--- src/rtl/snake_pkg.sv ---
// rtl/snake_pkg.sv - shared constants and FSM encoding for the snake body shifter
package snake_pkg;

  localparam int unsigned SNAKE_BODY_BASE     = 110;
  localparam int unsigned SNAKE_MAX_SEGMENTS  = 20;
  localparam int unsigned SNAKE_POS_W         = 11;
  localparam int unsigned SNAKE_LENGTH1_INDEX = 102;

  typedef enum logic [1:0] {
    ST_IDLE  = 2'd0,
    ST_SHIFT = 2'd1,
    ST_HEAD  = 2'd2,
    ST_DONE  = 2'd3
  } shift_state_e;

endpackage

--- src/rtl/snake_body_shifter_if.sv ---
// rtl/snake_body_shifter_if.sv - processor, command and register-file write port bundle
interface snake_body_shifter_if
  import snake_pkg::*;
#(
  parameter int unsigned MAX_SEGMENTS = SNAKE_MAX_SEGMENTS,
  parameter int unsigned POS_WIDTH    = SNAKE_POS_W
);

  logic                              cpu_enable;
  logic [31:0]                       cpu_index;
  logic [31:0]                       cpu_value;
  logic                              cmd_start;
  logic [POS_WIDTH-1:0]              new_head;
  logic [31:0]                       length_in;
  logic [MAX_SEGMENTS*POS_WIDTH-1:0] body_in;
  logic                              reg_enable;
  logic [31:0]                       reg_index;
  logic [31:0]                       reg_value;
  logic                              busy;
  logic                              done;
  logic                              cpu_stall;

  // Processor / game-logic side
  modport master (
    output cpu_enable, cpu_index, cpu_value, cmd_start, new_head, length_in, body_in,
    input  reg_enable, reg_index, reg_value, busy, done, cpu_stall
  );

  // Shifter side
  modport slave (
    input  cpu_enable, cpu_index, cpu_value, cmd_start, new_head, length_in, body_in,
    output reg_enable, reg_index, reg_value, busy, done, cpu_stall
  );

endinterface

--- src/rtl/snake_body_shifter.sv ---
// rtl/snake_body_shifter.sv - sequenced one-step body shift in front of the snake register file
module snake_body_shifter
  import snake_pkg::*;
#(
  parameter int unsigned BASE_INDEX   = SNAKE_BODY_BASE,
  parameter int unsigned MAX_SEGMENTS = SNAKE_MAX_SEGMENTS,
  parameter int unsigned POS_WIDTH    = SNAKE_POS_W
) (
  input  logic                 clock,
  input  logic                 reset,
  snake_body_shifter_if.slave  sif
);

  shift_state_e         state_q;
  logic [4:0]           k_q;
  logic [POS_WIDTH-1:0] head_q;
  logic                 busy_q;
  logic                 done_q;

  logic [4:0]           len_clamp;
  logic [4:0]           seg_rd;
  logic [POS_WIDTH-1:0] seg_val;
  logic [POS_WIDTH-1:0] seg_arr [MAX_SEGMENTS];

  // Unpack the live body bus into per-segment positions
  for (genvar g = 0; g < int'(MAX_SEGMENTS); g++) begin : g_seg
    assign seg_arr[g] = sif.body_in[POS_WIDTH*g +: POS_WIDTH];
  end

  // Clamp the length on the full 32-bit value, then pick segment k-1 as the source
  always_comb begin
    len_clamp = 5'd0;
    if (sif.length_in > 32'(MAX_SEGMENTS)) begin
      len_clamp = 5'(MAX_SEGMENTS);
    end else begin
      len_clamp = sif.length_in[4:0];
    end
    seg_rd  = k_q - 5'd1;
    seg_val = '0;
    if ({27'd0, seg_rd} < 32'(MAX_SEGMENTS)) begin
      seg_val = seg_arr[seg_rd];
    end
  end

  // Sequencer: latch command, walk k downward from L-1 to 1, then head, then a done pulse
  always_ff @(posedge clock or negedge reset) begin
    if (!reset) begin
      state_q <= ST_IDLE;
      k_q     <= 5'd0;
      head_q  <= '0;
      busy_q  <= 1'b0;
      done_q  <= 1'b0;
    end else begin
      case (state_q)
        ST_IDLE: begin
          done_q <= 1'b0;
          if (sif.cmd_start) begin
            head_q  <= sif.new_head;
            k_q     <= len_clamp - 5'd1;
            busy_q  <= 1'b1;
            state_q <= (len_clamp >= 5'd2) ? ST_SHIFT : ST_HEAD;
          end
        end
        ST_SHIFT: begin
          k_q <= k_q - 5'd1;
          if (k_q == 5'd1) begin
            state_q <= ST_HEAD;
          end
        end
        ST_HEAD: begin
          done_q  <= 1'b1;
          state_q <= ST_DONE;
        end
        ST_DONE: begin
          done_q  <= 1'b0;
          busy_q  <= 1'b0;
          state_q <= ST_IDLE;
        end
        default: begin
          state_q <= ST_IDLE;
        end
      endcase
    end
  end

  // Single write port: CPU pass-through when idle, shifter writes otherwise, quiet in reset
  always_comb begin
    sif.reg_enable = 1'b0;
    sif.reg_index  = 32'd0;
    sif.reg_value  = 32'd0;
    if (reset) begin
      case (state_q)
        ST_IDLE: begin
          sif.reg_enable = sif.cpu_enable;
          sif.reg_index  = sif.cpu_index;
          sif.reg_value  = sif.cpu_value;
        end
        ST_SHIFT: begin
          sif.reg_enable = 1'b1;
          sif.reg_index  = 32'(BASE_INDEX) + {27'd0, k_q};
          sif.reg_value  = 32'(seg_val);
        end
        ST_HEAD: begin
          sif.reg_enable = 1'b1;
          sif.reg_index  = 32'(BASE_INDEX);
          sif.reg_value  = 32'(head_q);
        end
        default: begin
          sif.reg_enable = 1'b0;
        end
      endcase
    end
  end

  // Status: any CPU write during a sequence is refused rather than queued
  always_comb begin
    sif.busy      = busy_q;
    sif.done      = done_q;
    sif.cpu_stall = reset & busy_q & sif.cpu_enable;
  end

endmodule
--- src/flat_wrapper.sv ---
// flat-port wrapper written by rule: the top's interface ports become plain ports
module snake_body_shifter_flat import snake_pkg::*;
#(
  parameter int unsigned BASE_INDEX   = SNAKE_BODY_BASE,
  parameter int unsigned MAX_SEGMENTS = SNAKE_MAX_SEGMENTS,
  parameter int unsigned POS_WIDTH    = SNAKE_POS_W
)
  (clock, reset, sif_cpu_enable, sif_cpu_index, sif_cpu_value, sif_cmd_start, sif_new_head, sif_length_in, sif_body_in, sif_reg_enable, sif_reg_index, sif_reg_value, sif_busy, sif_done, sif_cpu_stall);
  snake_body_shifter_if #(.MAX_SEGMENTS(MAX_SEGMENTS), .POS_WIDTH(POS_WIDTH)) sif_i ();
  input  logic clock;
  input  logic reset;
  input wire logic [$bits(sif_i.cpu_enable)-1:0] sif_cpu_enable;
  input wire logic [$bits(sif_i.cpu_index)-1:0] sif_cpu_index;
  input wire logic [$bits(sif_i.cpu_value)-1:0] sif_cpu_value;
  input wire logic [$bits(sif_i.cmd_start)-1:0] sif_cmd_start;
  input wire logic [$bits(sif_i.new_head)-1:0] sif_new_head;
  input wire logic [$bits(sif_i.length_in)-1:0] sif_length_in;
  input wire logic [$bits(sif_i.body_in)-1:0] sif_body_in;
  output wire logic [$bits(sif_i.reg_enable)-1:0] sif_reg_enable;
  output wire logic [$bits(sif_i.reg_index)-1:0] sif_reg_index;
  output wire logic [$bits(sif_i.reg_value)-1:0] sif_reg_value;
  output wire logic [$bits(sif_i.busy)-1:0] sif_busy;
  output wire logic [$bits(sif_i.done)-1:0] sif_done;
  output wire logic [$bits(sif_i.cpu_stall)-1:0] sif_cpu_stall;
  assign sif_i.cpu_enable = sif_cpu_enable;
  assign sif_i.cpu_index = sif_cpu_index;
  assign sif_i.cpu_value = sif_cpu_value;
  assign sif_i.cmd_start = sif_cmd_start;
  assign sif_i.new_head = sif_new_head;
  assign sif_i.length_in = sif_length_in;
  assign sif_i.body_in = sif_body_in;
  assign sif_reg_enable = sif_i.reg_enable;
  assign sif_reg_index = sif_i.reg_index;
  assign sif_reg_value = sif_i.reg_value;
  assign sif_busy = sif_i.busy;
  assign sif_done = sif_i.done;
  assign sif_cpu_stall = sif_i.cpu_stall;
  snake_body_shifter #(.BASE_INDEX(BASE_INDEX), .MAX_SEGMENTS(MAX_SEGMENTS), .POS_WIDTH(POS_WIDTH)) u_core (.clock(clock), .reset(reset), .sif(sif_i));
endmodule
--- config.mk ---
export PLATFORM = sky130hd
export DESIGN_NAME = snake_body_shifter_flat
export DESIGN_NICKNAME = d
export VERILOG_FILES = /design/src/rtl/snake_pkg.sv /design/src/rtl/snake_body_shifter_if.sv /design/src/rtl/snake_body_shifter.sv /design/src/flat_wrapper.sv
export SDC_FILE = /design/constraint.sdc
export NUM_CORES = 1
export LEC_CHECK = 0
export CAP_MARGIN = 15
export CORE_AREA = 2 2 156 158
export DETAILED_ROUTE_END_ITERATION = 8
export DIE_AREA = 0 0 158 160
export GPL_TIMING_DRIVEN = 0
export PLACE_DENSITY = 0.55
export SYNTH_ARGS = -nofsm -noshare
export SYNTH_HDL_FRONTEND = slang
export SYNTH_SLANG_ARGS = --single-unit
--- constraint.sdc ---
create_clock -name clock -period 3.8 [get_ports clock]
set_clock_uncertainty 0.05 [all_clocks]
set_input_delay 0.95 -clock clock [delete_from_list [all_inputs] [get_ports clock]]
set_output_delay 0.95 -clock clock [all_outputs]
set_load 0.02 [all_outputs]
# --- Word-level counts from Yosys, hierarchy flattened ---
# Index checks and enable logic that the tools add are counted.
classes:
  n_reduce_logical: 10
  n_mux: 20
  magnitude_cmp: 4
  n_eq_ne: 6
  n_bitwise: 3
  add_sub_neg: 3
op_table:
  columns: ["cell", "count"]
  rows:
  - ["32-bit case mux with 3 select lines", 2]
  - ["32-bit 2-to-1 mux", 2]
  - ["11-bit binary-select mux with 5-bit select", 1]
  - ["11-bit 2-to-1 mux", 3]
  - ["32-bit by 5-bit greater-than comparator with 1-bit output (second input constant)", 1]
  - ["5-bit 2-to-1 mux", 2]
  - ["5-bit case mux with 2 select lines", 1]
  - ["5-bit by 1-bit subtractor with 5-bit output (second input constant)", 2]
  - ["7-bit by 5-bit adder with 8-bit output (first input constant)", 1]
  - ["2-bit case mux with 4 select lines", 1]
  - ["2-bit AND reduction", 4]
  - ["6-bit greater-or-equal comparator (second input constant)", 1]
  - ["2-bit 2-to-1 mux", 3]
  - ["5-bit NOT with 6-bit output", 1]
  - ["1-bit case mux with 2 select lines", 3]
  - ["2-bit nonzero test", 3]
  - ["5-bit by 1-bit equality test with 1-bit output (second input constant)", 1]
  - ["5-bit by 2-bit greater-or-equal comparator with 1-bit output (second input constant)", 1]
  - ["5-bit less-than comparator (second input constant)", 1]
  - ["2-bit equality test (second input constant)", 2]
  - ["2-bit OR reduction", 2]
  - ["1-bit AND", 2]
  - ["2-bit by 1-bit equality test with 1-bit output (second input constant)", 1]
  - ["2-bit logical NOT", 1]
  - ["3 further kinds", 4]
totals:
  regBits: 20
  output_inout_bits: 68
  wordCells: 51

# --- Depth between registers and ports, before layout ---
logic_depth:
  depth_word: 8
  ltp_mapped: 11
  ltp_nobuf: 10

# --- Worst setup path after synthesis ---
# OpenSTA, ideal clock, no wires.
synth_timing:
  path_type: "register to output"
  startpoint: "register u_core.k_q[0]"
  endpoint: "output sif_reg_value[5]"
  path_stages_with_launch: 12
  setup_slack_ns: 0.141
  arrival_ns: 2.659
  required_time_ns: 2.800
  cell_sequence: "dfrtp_1 > buf_6 > buf_4 > buf_4 > inv_1 > ha_1 > buf_2 > clkbuf_1 > mux4_2 > nand2_1 > a21oi_1 > o311a_1"
synth_between:
  elab_chain_len: 8
  word_cells_on_any_way: 9
  classes_between: "add/sub (1); order compare (1); mux (6); bitwise (1)"
synth_lines:
  columns: ["element", "line_no", "text"]
  rows:
  - ["start, declared", "snake_body_shifter.sv:15", "logic [4:0] k_q;"]
  - ["start signal, assigned", "snake_body_shifter.sv:59", "k_q <= len_clamp - 5'd1;"]
  - ["start signal, assigned", "snake_body_shifter.sv:65", "k_q <= k_q - 5'd1;"]
  - ["5-bit by 1-bit subtractor with 5-bit output (*)", "snake_body_shifter.sv:38", "seg_rd = k_q - 5'd1;"]
  - ["5-bit NOT with 6-bit output (not written as such)", "snake_body_shifter.sv:41", "seg_val = seg_arr[seg_rd];"]
  - ["11-bit binary-select mux with 5-bit select", "snake_body_shifter.sv:41", null]
  - ["11-bit 2-to-1 mux (not written as such) (2 in a row)", "snake_body_shifter.sv:41", null]
  - ["11-bit 2-to-1 mux (*)", "snake_body_shifter.sv:40", "if ({27'd0, seg_rd} < 32'(MAX_SEGMENTS)) begin"]
  - ["32-bit case mux with 3 select lines (*)", "snake_body_shifter.sv:92", "case (state_q)"]
  - ["32-bit 2-to-1 mux (*)", "snake_body_shifter.sv:91", "if (reset) begin"]
  - ["end, declared", "flat_wrapper.sv:21", "output wire logic [$bits(sif_i.reg_value)-1:0] sif_reg_value;"]
# Mark *: on every way between the ends. The rest lies on a longest branch, timed or not. The select of a mux whose other input is x is not followed.

# --- Worst setup path after layout ---
layout_timing:
  startpoint: "register u_core.k_q[0]"
  endpoint: "output sif_reg_value[8]"
# The elaborated chain is that of the path after synthesis.

==> results by group <==
Timing
  • Setup TNS Final: 0 ns
  • Fin crit period: 3.75 ns
  • Slew @ Worst Pin: 0.730 ns
  • Period Utilization, post-route: 0.986
  • RSZ-0062 raised after global routing: yes
  • F_max: 0.267 GHz
  • # setup viols final: 0
  • Final hold violation count: 0
  • Worst hold margin: 0.460 ns
  • Max-slew violation count: 0
  • Final setup margin: 0.0536 ns
  • Relative slew margins: 0.510

GRT
  • Total track usage: 0.186
  • Vias in the first global route: 5404
  • Largest net degree at the start of global routing: 24
  • First-pass GRT wire length: 34.4 mm
  • Initial antenna violation count: 3
  • Total gr overflow: 0

Die
  • Rows: 57
  • Die H: 160 µm
  • I/O pins: 399
  • Die width: 158 µm
  • Core area: 23800 µm²
  • Die area: 25300 µm²
  • Initial core utilization: 0.156

Synth
  • Most used flip-flop cell after synthesis: dfrtp_1
  • Synth Net Count: 736
  • Syn avg cell area: 9.43 µm²
  • Seq/Total Area, Yosys: 0.134
  • Cells after synthesis: 395
  • Yosys cell types: 43
  • Async SR Flop Fraction: 1.00
  • Post-synth EDFFs: 0
  • Synthesized cell area: 3720 µm²
  • Ys Warns: 0
  • Seq cells post-synth: 20

CTS
  • CTS root buf: clkbuf_16
  • CTS max path bufs: 2
  • CTS tree: done
  • Hold buffer count at CTS: 0
  • TritonCTS Buffers: 3
  • H-tree levels: 1
  • Clock transition at the registers of the reported paths: 0.06 ns
  • Clk_lat worst skew: 0.26 ns
  • Sink Count: 20

Cells and area
  • Final #Nets: 1143
  • P&R area growth vs syn: 127%
  • Commonest non-fill, non-tap cell in the layout: clkdlybuf4s50_1
  • Share of layout cells above drive strength 1: 0.169
  • Most frequent cells in the layout: clkdlybuf4s50_1, and3_1, mux4_2
  • Fin cells: 1128

Route
  • Vias per cell: 4.58
  • Routed Antenna Nets: 0
  • WL final: 24.7 mm
  • DR vias: 5162
  • Router iterations before antenna repair: 4
  • DRC: 0
  • Wire per inst: 21.9 µm
  • DRT iter0 DRCs: 289

Worst setup path
  • Worst r2r src: u_core.k_q[0]
  • Crit. Startpoint: u_core.k_q[0]
  • WP data required: 2.80 ns
  • Nature of the critical path endpoint: output pin
  • CP arrival: 2.75 ns
  • CP max FO: 10
  • WS Path Type: flip-flop to output pin
  • Startpoint types: flip-flop

Power
  • Total power: 4.91 mW
  • Worst vdd ir: 0.275 mV
  • Pwr/cell area: 582 nW/µm²
  • Leak: 3.30 nW

Placement
  • PortBufs: 398
  • Placed insts: 1117
  • Gp weighted congestion: 0.769
  • Dpl ws: -1.27 ns
  • Final HPWL DP: 21.2 mm

Job
  • Max-Cap Viols: 0

Worst hold path
  • Hold path startpoint: u_core.head_q[3]
  • Class of the worst hold path: flip-flop to flip-flop

Run status
  • Status: completed
-- synth_stat cells (2+ instances only) --
library cell	count	area, µm²
dfrtp_1	20	500
a22oi_1	12	90.1
buf_2	5	25.0
clkbuf_1	32	120
nor4_1	7	43.8
o21a_1	2	15.0
o31a_1	2	17.5
nor2_1	11	41.3
nor3b_1	2	15.0
nand3_1	36	180
a22o_1	2	17.5
nor2b_1	2	12.5
a21oi_1	17	85.1
nor3_1	2	10.0
nand4_1	11	68.8
a31oi_1	3	18.8
buf_1	3	11.3
buf_4	2	15.0
buf_6	5	56.3
o311a_1	9	90.1
mux2_2	12	135
and3_1	56	350
xor2_1	4	35.0
nand2_1	35	131
xnor2_1	5	43.8
mux2i_1	3	30.0
a221oi_1	4	35.0
mux4_2	55	1240
ha_1	10	125
o21ai_0	4	20.0
inv_1	6	22.5
nand2b_1	5	31.3
-- per-layer routing --
layer  share of wire  track usage  wire length (µm)  up-vias
met4           0.013       0.0291               310        0
met5               0            0                 0        -
li1                -            -                 -     2395
met1            0.38        0.217              9330     2445
met3           0.089       0.0423              2200       17
met2            0.52        0.349             12900      305
-- metrics by stage --
step	instance area (µm²)	util
after floorplan	3720	-
after global placement	8110	0.341
after detailed placement	8110	0.341
after CTS	8420	0.353
after global routing	8440	0.354
final	8440	0.354
-- logic make-up after synthesis --
group	synth area share
simple gates	0.245
flops	0.134
buf+inv	0.0672
fa+ha+maj	0.0336
xor+xnor	0.0212
compound gates	0.122
mux	0.377
-- timing repair --
action                                  in CTS  in global routing
gates resized for setup                    106                 21
setup buffers                                5                  0
pin swaps                                    1                  2
endpoints found under the setup margin      66                 55
-- final cells by class --
| type | count | area (µm²) |
|---|---|---|
| fill | 2498 | 15400 |
| timing repair buffer | 403 | 3980 |
| multi-input combinational | 322 | 3050 |
| sequential | 20 | 500 |
| tap | 324 | 405 |
| buffer | 46 | 394 |
| clock buffer | 4 | 88.8 |
| inverter | 6 | 22.5 |
| antenna | 3 | 7.51 |
-- power breakdown --
| group | internal (mW) | leakage, nW | switching (mW) | total, mW |
|---|---|---|---|---|
| clock | 0.161 | 0.0442 | 0.0855 | 0.246 |
| combinational | 2.12 | 3.03 | 2.15 | 4.27 |
| sequential | 0.320 | 0.232 | 0.0733 | 0.393 |
| total | 2.60 | 3.30 | 2.31 | 4.91 |
-- path summary, 6_finish.rpt --
check,to,cells after the start,slack [ns]
max in group asynchronous,u_core.k_q[1],1,2.92
setup / recovery,sif_reg_value[8],12,0.05
hold reg to reg,u_core.head_q[3],1,0.46
min in group asynchronous,u_core.head_q[9],1,0.53
setup reg to reg,u_core.k_q[2],10,1.51
hold / removal,u_core.head_q[3],1,0.46
-- flip-flops by register name, summed over array words and instances, names as in the netlist --
register         flops
u_core.head_q       11
u_core.k_q           5
u_core.sif.done      1
u_core.sif.busy      1
u_core.state_q       2
-- worst max-delay path, cell delays in order, from the launching register on --
cell and delay (ns):
dfrtp_1 0.39, buf_6 0.13, buf_12 0.12, buf_12 0.14, inv_1 0.11, ha_4 0.23, buf_12 0.15, clkbuf_16 0.17
mux4_2 0.29, nand2_1 0.08, a21oi_1 0.11, o311a_1 0.37, buf_2 0.17
No activity file was read; power rests on OpenSTA's default activity.
